**src/rtl/sdcram_dma_if.sv**
```systemverilog
// sdcram_dma_if: sdcram word-interface bundle between the DMA initiator (master)
// and the SD-backed RAM responder (slave).
interface sdcram_dma_if;
    logic [40:0] w_sdcram_addr;
    logic        w_sdcram_ren;
    logic [3:0]  w_sdcram_wen;
    logic [31:0] w_sdcram_wdata;
    logic [31:0] w_sdcram_rdata;
    logic        w_sdcram_busy;

    modport master (
        output w_sdcram_addr, w_sdcram_ren, w_sdcram_wen, w_sdcram_wdata,
        input  w_sdcram_rdata, w_sdcram_busy
    );

    modport slave (
        input  w_sdcram_addr, w_sdcram_ren, w_sdcram_wen, w_sdcram_wdata,
        output w_sdcram_rdata, w_sdcram_busy
    );
endinterface

```
**src/rtl/sdcram_dma.sv**
```systemverilog
// sdcram_dma: block copy of 32-bit words between sdcram and a local single-port
// memory, one word at a time, in either direction.
module sdcram_dma #(
    parameter int LEN_W  = 16,
    parameter int MEM_AW = 32
) (
    input  logic              CLK,
    input  logic              RST_X,
    input  logic              i_start,
    input  logic              i_dir,
    input  logic [40:0]       i_sd_addr,
    input  logic [MEM_AW-1:0] i_mem_addr,
    input  logic [LEN_W-1:0]  i_len,
    output logic              o_busy,
    output logic              o_done,
    output logic              o_err,
    output logic [LEN_W-1:0]  o_cnt,
    sdcram_dma_if.master      sd,
    output logic [MEM_AW-1:0] m_addr,
    output logic              m_re,
    output logic              m_we,
    output logic [31:0]       m_wdata,
    input  logic [31:0]       m_rdata
);
    typedef enum logic [2:0] {IDLE, MRD, MCAP, SDREQ, SDWAIT, MWR, ADV, DONE} state_t;

    state_t            state_q, state_d;
    logic [40:0]       sd_q, sd_d;
    logic [MEM_AW-1:0] mem_q, mem_d;
    logic [LEN_W-1:0]  len_q, len_d, cnt_q, cnt_d;
    logic [31:0]       word_q, word_d;
    logic              dir_q, dir_d, err_q, err_d;

    always_ff @(posedge CLK) begin
        if (!RST_X) begin
            state_q <= IDLE;
            sd_q    <= '0;
            mem_q   <= '0;
            len_q   <= '0;
            cnt_q   <= '0;
            word_q  <= '0;
            dir_q   <= 1'b0;
            err_q   <= 1'b0;
        end else begin
            state_q <= state_d;
            sd_q    <= sd_d;
            mem_q   <= mem_d;
            len_q   <= len_d;
            cnt_q   <= cnt_d;
            word_q  <= word_d;
            dir_q   <= dir_d;
            err_q   <= err_d;
        end
    end

    always_comb begin
        state_d = state_q;
        sd_d    = sd_q;
        mem_d   = mem_q;
        len_d   = len_q;
        cnt_d   = cnt_q;
        word_d  = word_q;
        dir_d   = dir_q;
        err_d   = err_q;
        sd.w_sdcram_ren = 1'b0;
        sd.w_sdcram_wen = 4'h0;
        m_re = 1'b0;
        m_we = 1'b0;
        case (state_q)
            IDLE: if (i_start) begin
                if (|i_sd_addr[1:0] || |i_mem_addr[1:0]) begin
                    err_d   = 1'b1;
                    state_d = DONE;
                end else if (i_len == '0) begin
                    err_d   = 1'b0;
                    state_d = DONE;
                end else begin
                    sd_d    = i_sd_addr;
                    mem_d   = i_mem_addr;
                    len_d   = i_len;
                    dir_d   = i_dir;
                    err_d   = 1'b0;
                    cnt_d   = '0;
                    state_d = i_dir ? MRD : SDREQ;
                end
            end
            MRD: begin
                m_re    = 1'b1;
                state_d = MCAP;
            end
            MCAP: begin
                word_d  = m_rdata;
                state_d = SDREQ;
            end
            // A request is only raised on a cycle the responder can accept it.
            SDREQ: if (!sd.w_sdcram_busy) begin
                sd.w_sdcram_ren = !dir_q;
                sd.w_sdcram_wen = {4{dir_q}};
                state_d = SDWAIT;
            end
            SDWAIT: if (!sd.w_sdcram_busy) begin
                word_d  = dir_q ? word_q : sd.w_sdcram_rdata;
                state_d = dir_q ? ADV : MWR;
            end
            MWR: begin
                m_we    = 1'b1;
                state_d = ADV;
            end
            ADV: begin
                sd_d    = sd_q + 41'd4;
                mem_d   = mem_q + MEM_AW'(4);
                cnt_d   = cnt_q + LEN_W'(1);
                state_d = (cnt_d == len_q) ? DONE : (dir_q ? MRD : SDREQ);
            end
            default: state_d = IDLE;
        endcase
    end

    assign sd.w_sdcram_addr  = sd_q;
    assign sd.w_sdcram_wdata = word_q;
    assign m_addr  = mem_q;
    assign m_wdata = word_q;
    assign o_busy  = state_q != IDLE && state_q != DONE;
    assign o_done  = state_q == DONE;
    assign o_err   = err_q;
    assign o_cnt   = cnt_q;
endmodule

```
**src/flat_wrapper.sv**
```systemverilog
// flat-port wrapper written by rule: the top's interface ports become plain ports
module sdcram_dma_flat 
#(
    parameter int LEN_W  = 16,
    parameter int MEM_AW = 32
)
  (CLK, RST_X, i_start, i_dir, i_sd_addr, i_mem_addr, i_len, o_busy, o_done, o_err, o_cnt, m_addr, m_re, m_we, m_wdata, m_rdata, sd_w_sdcram_addr, sd_w_sdcram_ren, sd_w_sdcram_wen, sd_w_sdcram_wdata, sd_w_sdcram_rdata, sd_w_sdcram_busy);
  sdcram_dma_if sd_i ();
  input  logic CLK;
  input  logic RST_X;
  input  logic i_start;
  input  logic i_dir;
  input  logic [40:0] i_sd_addr;
  input  logic [MEM_AW-1:0] i_mem_addr;
  input  logic [LEN_W-1:0] i_len;
  output logic o_busy;
  output logic o_done;
  output logic o_err;
  output logic [LEN_W-1:0] o_cnt;
  output logic [MEM_AW-1:0] m_addr;
  output logic m_re;
  output logic m_we;
  output logic [31:0] m_wdata;
  input  logic [31:0] m_rdata;
  output wire logic [$bits(sd_i.w_sdcram_addr)-1:0] sd_w_sdcram_addr;
  output wire logic [$bits(sd_i.w_sdcram_ren)-1:0] sd_w_sdcram_ren;
  output wire logic [$bits(sd_i.w_sdcram_wen)-1:0] sd_w_sdcram_wen;
  output wire logic [$bits(sd_i.w_sdcram_wdata)-1:0] sd_w_sdcram_wdata;
  input wire logic [$bits(sd_i.w_sdcram_rdata)-1:0] sd_w_sdcram_rdata;
  input wire logic [$bits(sd_i.w_sdcram_busy)-1:0] sd_w_sdcram_busy;
  assign sd_w_sdcram_addr = sd_i.w_sdcram_addr;
  assign sd_w_sdcram_ren = sd_i.w_sdcram_ren;
  assign sd_w_sdcram_wen = sd_i.w_sdcram_wen;
  assign sd_w_sdcram_wdata = sd_i.w_sdcram_wdata;
  assign sd_i.w_sdcram_rdata = sd_w_sdcram_rdata;
  assign sd_i.w_sdcram_busy = sd_w_sdcram_busy;
  sdcram_dma #(.LEN_W(LEN_W), .MEM_AW(MEM_AW)) u_core (.CLK(CLK), .RST_X(RST_X), .i_start(i_start), .i_dir(i_dir), .i_sd_addr(i_sd_addr), .i_mem_addr(i_mem_addr), .i_len(i_len), .o_busy(o_busy), .o_done(o_done), .o_err(o_err), .o_cnt(o_cnt), .sd(sd_i), .m_addr(m_addr), .m_re(m_re), .m_we(m_we), .m_wdata(m_wdata), .m_rdata(m_rdata));
endmodule
```
**config.mk**
```make
export PLATFORM = sky130hd
export DESIGN_NAME = sdcram_dma_flat
export DESIGN_NICKNAME = d
export VERILOG_FILES = /design/src/rtl/sdcram_dma_if.sv /design/src/rtl/sdcram_dma.sv /design/src/flat_wrapper.sv
export SDC_FILE = /design/constraint.sdc
export NUM_CORES = 1
export LEC_CHECK = 0
export CORE_ASPECT_RATIO = 0.9
export CORE_MARGIN = 2
export CORE_UTILIZATION = 35
export CTS_CLUSTER_SIZE = 40
export DETAILED_ROUTE_END_ITERATION = 8
export PLACE_DENSITY = 0.64
export SLEW_MARGIN = 20
export SYNTH_ARGS = -nofsm -noshare
export SYNTH_HDL_FRONTEND = slang
export SYNTH_SLANG_ARGS = --single-unit
```
**constraint.sdc**
```tcl
create_clock -name CLK -period 5.5 [get_ports CLK]
set_clock_uncertainty 0.15 [all_clocks]
set_input_delay 1.1 -clock CLK [delete_from_list [all_inputs] [get_ports CLK]]
set_output_delay 1.1 -clock CLK [all_outputs]
set_load 0.1 [all_outputs]
```
==> results.sh, run 1 <==
export IMPL_hpwlAfterDp_microns=20750
export IMPL_relSlewSlack=0.2935
export IMPL_nNetsFinal=1413
export IMPL_path_cells="nor3_1, nor2_1, clkdlybuf4s50_1"
export IMPL_maxCapViolCount=0
export IMPL_grt_antenna_before_repair=0
export IMPL_yosys_top_cells_area="dfxtp_1 36%, a21oi_1 6.2%, nand2_1 5.3%"
export IMPL_setup_violations=0
export IMPL_fmax_mhz=259.7
export IMPL_cts_hold_buf=0
export IMPL_worst_path_max_fanout=19
export IMPL_die_h_microns=146.2
export IMPL_avgSynthCellArea_sq_um=7.774
export IMPL_place_ws_ns=1.526
export IMPL_min_period_ns=3.851
export IMPL_vias=8549
export IMPL_vdd_drop_max_uv=619.0
export IMPL_syn_to_final_growth_pct=47.58
export IMPL_critPathArrivalTime_ns=2.60
export IMPL_clkTransAtPathRegs_ns=0.06
export IMPL_powerDensity_mw_per_mm2=496.6
export IMPL_htreeDepth=4
export IMPL_final_setup_tns_ns=0
export IMPL_placedCellCount=1530
export IMPL_nFillCells=2162
export IMPL_place_area_sq_mm=0.01101
export IMPL_max_stage_delay_ns=1.17
export IMPL_crit_type="reg -> out"
export IMPL_synth_cells=1012
export IMPL_cts_buffers=17
export IMPL_netlist_area_sq_mm=0.007868
export IMPL_synth_enable_flop_cells=0
export IMPL_maxSlewViolCount=0
export IMPL_tightest_slew_ns=1.056
export IMPL_grt_pass1_wl_microns=46040
export IMPL_drc=0
export IMPL_antenna_left=0
export IMPL_cp_start_kind="flip-flop"
export IMPL_hold_class="reg -> reg"
export IMPL_io_buffer_count=320
export IMPL_post_cts_resized=0
export IMPL_required_ns=4.25
export IMPL_core_area_sq_mm=0.02225
export IMPL_synth_top_cell_area_share=0.3613
export IMPL_cp_slowest_cell="clkdlybuf4s50_1"
export IMPL_yosys_warnings=0
export IMPL_synth_top_area_cell="dfxtp_1"
export IMPL_grt_pass1_vias=8248
export IMPL_cts_sinks=142
export IMPL_die_width_microns=162.0
export IMPL_clockBufferDepth=2
export IMPL_postSynthNetCount=1173
export IMPL_setup_ws_ns=1.649
export IMPL_rsz0062_at_grt="false"
export IMPL_fin_cells=1561
export IMPL_ys_seq_elements=142
export IMPL_final_common_cell="clkdlybuf4s50_1"
export IMPL_grt_usage=0.2430
export IMPL_start_util=0.3536
export IMPL_p_leak_uw=0.003825
export IMPL_synth_ff_type="dfxtp_1"
export IMPL_yosysUniqueCellTypes=67
export IMPL_wl_per_cell_microns=18.68
export IMPL_n_antenna_cell=0
export IMPL_drive_gt1_frac=0.05301
export IMPL_whs_ns=0.3213
export IMPL_crit_path_end_kind="output pin"
export IMPL_rows=52
export IMPL_async_flop_share=0
export IMPL_seq_area_frac_synth=0.3613
export IMPL_overflow=0
export IMPL_hold_violations=0
export IMPL_critPathTopFamily="buffers and inverters"
export IMPL_place_gp_congestion=0.8470
export IMPL_cts_setup_buffers=0
export IMPL_clk_latency_ns=0.42
export IMPL_grt_max_degree=89
export IMPL_drt_pass1_iterations=5
export IMPL_stdcell_area_sq_mm=0.01161
export IMPL_vias_per_cell=5.477
export IMPL_cp_num_buf_inv=1
export IMPL_drt_total_wl_microns=29170
export IMPL_top_level_ports=321
export IMPL_finalCritPeriodShare=0.7001
export IMPL_drt_iter0_markers=504
export IMPL_cts_tree="done"
export IMPL_cts_root_buf="clkbuf_16"
export IMPL_status="finished, final reports clean"
export IMPL_die_area_sq_mm=0.02370
export IMPL_mostFrequentLayoutCells="315 x clkdlybuf4s50_1, 142 x dfxtp_1, 112 x nand2_1, 98 x a21oi_1, 97 x nor2_1"
-- registers in the layout, summed over array words and instances (netlist names) --
register / cells
u_core.sd.w_sdcram_addr: 41
u_core.m_wdata: 32
u_core.state_q: 3
u_core.o_cnt: 16
u_core.len_q: 16
u_core.m_addr: 32
u_core.dir_q: 1
u_core.o_err: 1
-- report_power, final --
group          switching [uW]  internal [uW]
clock network             472            725
logic                    2460            763
registers                 169           1180
-- layer usage --
metal  GRT usage  up-vias  routed length, microns
met5           0        -                       0
met4     0.05752        0                     430
met3     0.06420       30                    2378
met2      0.4117      358                   13910
met1      0.3088     3987                   12440
li1            -     4174                       -
-- stage by stage --
stage                     utilization  total power, uW
after floorplan                     -             3931
after global placement         0.4940             4580
after detailed placement       0.4947             4596
after CTS                      0.5218             5798
after global routing           0.5218             5979
final                          0.5218             5766
-- logic make-up (layout without fill, tap and decap cells) --
logic type | Yosys count | in the layout | share of synthesized area
multiplexers | 37 | 37 | 0.04755
AO/OA/AOI/OAI | 280 | 280 | 0.2246
XOR/XNOR | 25 | 25 | 0.02783
AND/OR/NAND/NOR | 402 | 402 | 0.2557
buffers and inverters | 123 | 375 | 0.07824
flip-flops | 142 | 142 | 0.3613
adder cells (fa/ha/maj) | 3 | 3 | 0.004772
-- cell type report --
class	count	area (sq um)	area share
sequential	142	2843	0.2448
multi-input combinational	747	4469	0.3849
clock inverter	13	163.9	0.01412
timing repair buffer	331	3273	0.2819
clock buffer	18	439.2	0.03782
inverter	13	51.30	0.004418
tap	297	371.6	0.03200
-- synthesized netlist by cell type (all sizes together), types with 12 or more instances --
| library cell | count |
|---|---|
| a211oi | 37 |
| a21oi | 98 |
| a31oi | 26 |
| and3 | 17 |
| buf | 58 |
| clkbuf | 52 |
| dfxtp | 142 |
| inv | 12 |
| mux2i | 34 |
| nand2 | 112 |
| nand3 | 48 |
| nand4 | 21 |
| nor2 | 99 |
| nor3 | 28 |
| nor4 | 20 |
| o211ai | 16 |
| o21ai | 49 |
| or3 | 13 |
| xor2 | 14 |
-- worst reg2reg max path, cell delays in order (launching register included) --
cell and delay [ns]:
dfxtp_1 0.54, ha_1 0.45, nand3_1 0.30, nor4_4 0.48, o221ai_1 0.16, a2111oi_0 0.58
nand4_1 0.27, a31oi_1 0.20
-- path summary, 6_finish.rpt --
path                          start                end  slack [ns]  cells past startpoint
setup / recovery  u_core.state_q[2]             o_busy        1.65                      3
hold reg to reg     u_core.len_q[6]    u_core.len_q[6]        0.32                      2
setup reg to reg    u_core.o_cnt[0]  u_core.state_q[1]        2.31                      7
hold / removal      u_core.len_q[6]    u_core.len_q[6]        0.32                      2
No activity file was read; power rests on OpenSTA's default activity.
==> inputs of run 2 (changes only) <==
--- a/config.mk
+++ b/config.mk
@@ -10,7 +10,7 @@
 export CORE_UTILIZATION = 35
 export CTS_CLUSTER_SIZE = 40
 export DETAILED_ROUTE_END_ITERATION = 8
-export PLACE_DENSITY = 0.64
+export PLACE_DENSITY = 0.67
 export SLEW_MARGIN = 20
 export SYNTH_ARGS = -nofsm -noshare
 export SYNTH_HDL_FRONTEND = slang
==> constraint.sdc (replaced) <==
create_clock -name CLK -period 3.4 [get_ports CLK]
set_clock_uncertainty 0.15 [all_clocks]
set_input_delay 0.68 -clock CLK [delete_from_list [all_inputs] [get_ports CLK]]
set_output_delay 0.68 -clock CLK [all_outputs]
set_load 0.1 [all_outputs]
==> run 2 against run 1 <==
Effect of this change:
- sequential power is 61% higher
- register-to-register slack worse by 1.6 ns
- die area unchanged
- clock power grew 61%
- core utilization decreased by 0.43 points
- worst setup slack got worse by 1.2 ns
- power is 60% higher
- critical path type is now in -> out
- largest cell class unchanged
==> results.sh, run 2 (synthesis gave the netlist of run 1 again) <==
export IMPL_status="finished, final reports clean"
export IMPL_place_gp_congestion=0.8622
export IMPL_rsz0062_at_grt="false"
export IMPL_internal_power_uw=4215
export IMPL_finalCritPeriodShare=0.8588
export IMPL_grt_pass1_wl_microns=44720
export IMPL_routed_top_layer="met4"
export IMPL_clockPowerShare=0.209
export IMPL_die_h_microns=146.2
export IMPL_htreeDepth=4
export IMPL_worst_path_max_fanout=5
export IMPL_p_switching_uw=5023
export IMPL_syn_to_final_growth_pct=46.37
export IMPL_grt_max_degree=65
export IMPL_wl_per_cell_microns=18.12
export IMPL_nNetsFinal=1433
export IMPL_vias=8639
export IMPL_maxSlewViolCount=0
export IMPL_cts_hold_buf=0
export IMPL_overflow=0
export IMPL_crit_type="in -> out"
export IMPL_dr_wl_met3_microns=1906
export IMPL_grt_usage=0.2355
export IMPL_post_cts_resized=0
export IMPL_min_period_ns=2.920
export IMPL_clockBufferDepth=2
export IMPL_vias_per_cell=5.464
export IMPL_grt_pass1_vias=8132
export IMPL_hold_class="reg -> reg"
export IMPL_total_power_uw=9238
export IMPL_hpwlAfterDp_microns=21130
export IMPL_cts_buffers=17
export IMPL_cts_root_buf="clkbuf_16"
export IMPL_tightest_slew_ns=0.6784
export IMPL_m1WireLength_microns=12870
export IMPL_cts_setup_buffers=0
export IMPL_p_leak_uw=0.004282
export IMPL_drt_total_wl_microns=28660
export IMPL_clk_latency_ns=0.43
export IMPL_vdd_drop_max_uv=1125
export IMPL_drt_iter0_markers=611
export IMPL_maxCapViolCount=0
export IMPL_largest_register_ffs=41
export IMPL_cts_tree="done"
export IMPL_mostFrequentLayoutCells="182 x buf_4, 157 x clkdlybuf4s50_1, 142 x dfxtp_1, 112 x nand2_1, 98 x a21oi_1"
export IMPL_core_area_sq_mm=0.02225
export IMPL_crit_path_end_kind="output pin"
export IMPL_hold_violations=0
export IMPL_n_antenna_cell=0
export IMPL_die_area_sq_mm=0.02370
export IMPL_fmax_mhz=342.5
export IMPL_start_util=0.3536
export IMPL_relSlewSlack=0.5436
export IMPL_drc=0
export IMPL_cts_sinks=142
export IMPL_cp_start_kind="input pin"
export IMPL_power_frac_comb=0.555
export IMPL_antenna_left=0
export IMPL_critPathArrivalTime_ns=2.09
export IMPL_seq_power_share=0.236
export IMPL_dr_wl_met2_microns=13450
export IMPL_final_common_cell="buf_4"
export IMPL_final_setup_tns_ns=0
export IMPL_powerDensity_mw_per_mm2=802.2
export IMPL_required_ns=2.57
export IMPL_setup_violations=0
export IMPL_drt_pass1_iterations=5
export IMPL_top_level_ports=321
export IMPL_io_buffer_count=320
export IMPL_grt_antenna_before_repair=0
export IMPL_clkTransAtPathRegs_ns=0.06
export IMPL_rows=52
export IMPL_switching_share=0.5437
export IMPL_drive_gt1_frac=0.1893
export IMPL_die_width_microns=162.0
==> run 2: cell count changes in the layout (fill, tap and decap cells not counted), moves of 2 or more <==
| cell | delta |
|---|---|
| clkdlybuf4s50_1 | -158 |
| inv_6 | -2 |
| clkinv_4 | +2 |
| buf_4 | +166 |
| clkinvlp_4 | -4 |
| clkbuf_1 | +3 |
| buf_12 | +12 |
==> run 2: layout make-up <==
type,count,area (sq um)
Fill cell,2216,10740
Multi-Input combinational cell,747,4483
Timing Repair Buffer,351,3178
Sequential cell,142,2843
Clock buffer,21,450.4
Tap cell,297,371.6
Clock inverter,10,138.9
Inverter,13,51.30
==> run 2: layer usage <==
layer,GRT usage,vias up
met5,0,-
met4,0.06283,0
met3,0.05142,28
met2,0.3889,322
met1,0.3114,4067
li1,-,4222
==> run 2: final timing paths <==
kind                                   startpoint  cells after the start  slack (ns)                           to
worst max-delay path             sd_w_sdcram_busy                      3        0.48           sd_w_sdcram_wen[1]
worst min-delay path              u_core.len_q[2]                      2        0.32              u_core.len_q[2]
worst max register to register  u_core.state_q[2]                      7        0.68  u_core.sd.w_sdcram_addr[13]
worst min register to register    u_core.len_q[2]                      2        0.32              u_core.len_q[2]
==> run 2: through the flow <==
stage / worst slack (ns) / area [sq um] / util / hold slack, ns / cells
finish: 0.4801 / 11520 / 0.5175 / 0.3186 / 1581
global route: 0.3735 / 11520 / 0.5175 / 0.3388 / 1581
CTS: 0.4750 / 11520 / 0.5175 / 0.3210 / 1581
detailed placement: 0.3617 / 10930 / 0.4911 / 0.3123 / 1550
global placement: 0.4018 / 10930 / 0.4911 / 0.3050 / 1550
floorplan: 0.1069 / 7894 / - / 0.2978 / 1012
==> run 2: worst max-delay path: stages <==
cell and delay [ns]:
clkdlybuf4s50_1 0.53, nor4b_4 0.62, buf_12 0.25
==> run 2: power by group through the flow <==
stage	Clock [uW]	Sequential [uW]	Combinational, uW
final	1930	2180	5130
after global routing	2020	2220	5310
after CTS	1960	2180	5140
after detailed placement	0	2220	5130
after global placement	0	2220	5110
after floorplan	0	3660	2710
==> inputs of run 3 (changes only) <==
--- a/config.mk
+++ b/config.mk
@@ -6,7 +6,6 @@
 export NUM_CORES = 1
 export LEC_CHECK = 0
 export CORE_ASPECT_RATIO = 0.9
-export CORE_MARGIN = 2
 export CORE_UTILIZATION = 35
 export CTS_CLUSTER_SIZE = 40
 export DETAILED_ROUTE_END_ITERATION = 8
==> run 3 against run 2 <==
Effect of this change:
- sequential cell count unchanged
- largest power group unchanged
- count of clock-buffer cells in the layout down 2
- worst setup slack worse by 0.011 ns
- highest routed layer unchanged
- cell area down 0.21%
- non-clock buffer count up 2
==> results.sh, run 3 (synthesis gave the netlist of run 1 again) <==
export IMPL_final_common_cell="buf_4"
export IMPL_nFillCells=2129
export IMPL_whs_ns=0.3199
export IMPL_antenna_left=0
export IMPL_die_area_sq_mm=0.02308
export IMPL_grt_pass1_vias=7997
export IMPL_die_h_microns=144.2
export IMPL_wl_per_cell_microns=18.28
export IMPL_cp_slowest_cell="nor4b_4"
export IMPL_drt_iter0_markers=696
export IMPL_cp_start_kind="input pin"
export IMPL_clkTransAtPathRegs_ns=0.07
export IMPL_overflow=0
export IMPL_multiInputGateArea_sq_mm=0.004483
export IMPL_start_util=0.3605
export IMPL_grt_max_degree=65
export IMPL_fmax_mhz=341.2
export IMPL_p_leak_uw=0.004272
export IMPL_finalCritPeriodShare=0.8620
export IMPL_register_area_sq_mm=0.002843
export IMPL_status="finished, final reports clean"
export IMPL_post_cts_resized=0
export IMPL_maxSlewViolCount=0
export IMPL_powerDensity_mw_per_mm2=799.9
export IMPL_critPathArrivalTime_ns=2.10
export IMPL_mostFrequentLayoutCells="186 x buf_4, 157 x clkdlybuf4s50_1, 142 x dfxtp_1, 112 x nand2_1, 98 x a21oi_1"
export IMPL_final_util=0.5266
export IMPL_cts_tree="done"
export IMPL_drt_total_wl_microns=28840
export IMPL_hpwlAfterDp_microns=21520
export IMPL_rows=51
export IMPL_syn_to_final_growth_pct=46.07
export IMPL_rsz0062_at_grt="false"
export IMPL_cts_hold_buf=0
export IMPL_cts_sinks=142
export IMPL_drc=0
export IMPL_cts_setup_buffers=0
export IMPL_max_stage_delay_ns=0.62
export IMPL_hold_class="reg -> reg"
export IMPL_crit_type="in -> out"
export IMPL_largest_register_ffs=41
export IMPL_crit_path_end_kind="output pin"
export IMPL_relSlewSlack=0.5278
export IMPL_cp_num_buf_inv=2
export IMPL_cts_buffers=17
export IMPL_grt_pass1_wl_microns=44070
export IMPL_grt_antenna_before_repair=0
export IMPL_worst_path_max_fanout=5
export IMPL_place_gp_congestion=0.8803
export IMPL_min_period_ns=2.931
export IMPL_vias_per_cell=5.547
export IMPL_htreeDepth=4
export IMPL_drive_gt1_frac=0.1935
export IMPL_die_width_microns=160.0
export IMPL_final_setup_tns_ns=0
export IMPL_critPathTopFamily="buffers and inverters"
export IMPL_path_cells="clkdlybuf4s50_1, nor4b_4, buf_12"
export IMPL_n_antenna_cell=0
export IMPL_drt_pass1_iterations=5
export IMPL_clockBufferDepth=2
export IMPL_hold_violations=0
export IMPL_setup_violations=0
export IMPL_cts_root_buf="clkbuf_16"
export IMPL_grt_usage=0.2432
export IMPL_tightest_slew_ns=0.7084
export IMPL_vdd_drop_max_uv=780.5
export IMPL_required_ns=2.57
export IMPL_top_level_ports=321
export IMPL_nNetsFinal=1435
export IMPL_vias=8753
export IMPL_maxCapViolCount=0
export IMPL_total_power_uw=9192
export IMPL_core_area_sq_mm=0.02182
export IMPL_clk_latency_ns=0.42
export IMPL_io_buffer_count=320
==> run 3: layout make-up <==
| type | instances | share of cell area |
|---|---|---|
| Clock buffer | 19 | 0.03941 |
| Clock inverter | 13 | 0.01132 |
| Inverter | 13 | 0.004464 |
| Multi-Input combinational cell | 747 | 0.3901 |
| Sequential cell | 142 | 0.2474 |
| Tap cell | 291 | 0.03168 |
| Timing Repair Buffer | 353 | 0.2757 |
==> run 3: final timing paths <==
path,start,endpoint,slack [ns],cells after the start
setup reg to reg,u_core.sd.w_sdcram_addr[7],u_core.sd.w_sdcram_addr[28],0.61,5
hold reg to reg,u_core.len_q[3],u_core.len_q[3],0.32,2
setup / recovery,sd_w_sdcram_busy,sd_w_sdcram_wen[2],0.47,3
hold / removal,u_core.len_q[3],u_core.len_q[3],0.32,2
==> run 3: where the power goes <==
group / total (uW) / internal [uW] / switching [uW]
logic: 5150 / 1150 / 4000
registers: 2190 / 1910 / 283
clock network: 1860 / 1060 / 794
total: 9190 / 4120 / 5070
==> run 3: stage by stage <==
step / setup slack [ns] / area [sq um] / std cells
after floorplan: 0.1069 / 7894 / 1012
after global placement: 0.3408 / 10910 / 1546
after detailed placement: 0.3141 / 10910 / 1546
after CTS: 0.4521 / 11490 / 1578
after global routing: 0.2944 / 11490 / 1578
final: 0.4693 / 11490 / 1578
==> run 3: metal layers <==
| layer | vias up | share of wire | GRT usage |
|---|---|---|---|
| met4 | 0 | 0.017 | 0.07018 |
| li1 | 4234 | - | - |
| met2 | 356 | 0.47 | 0.4089 |
| met3 | 30 | 0.080 | 0.05535 |
| met1 | 4133 | 0.43 | 0.3117 |
| met5 | - | 0 | 0 |
==> run 3: worst reg2reg max path, cell delays in order, from the launching register on <==
cell      delay, ns
dfxtp_1        0.46
nand4_1        0.44
nor4_1         0.73
nand2_1        0.38
o311ai_0       0.41
a21oi_1        0.10
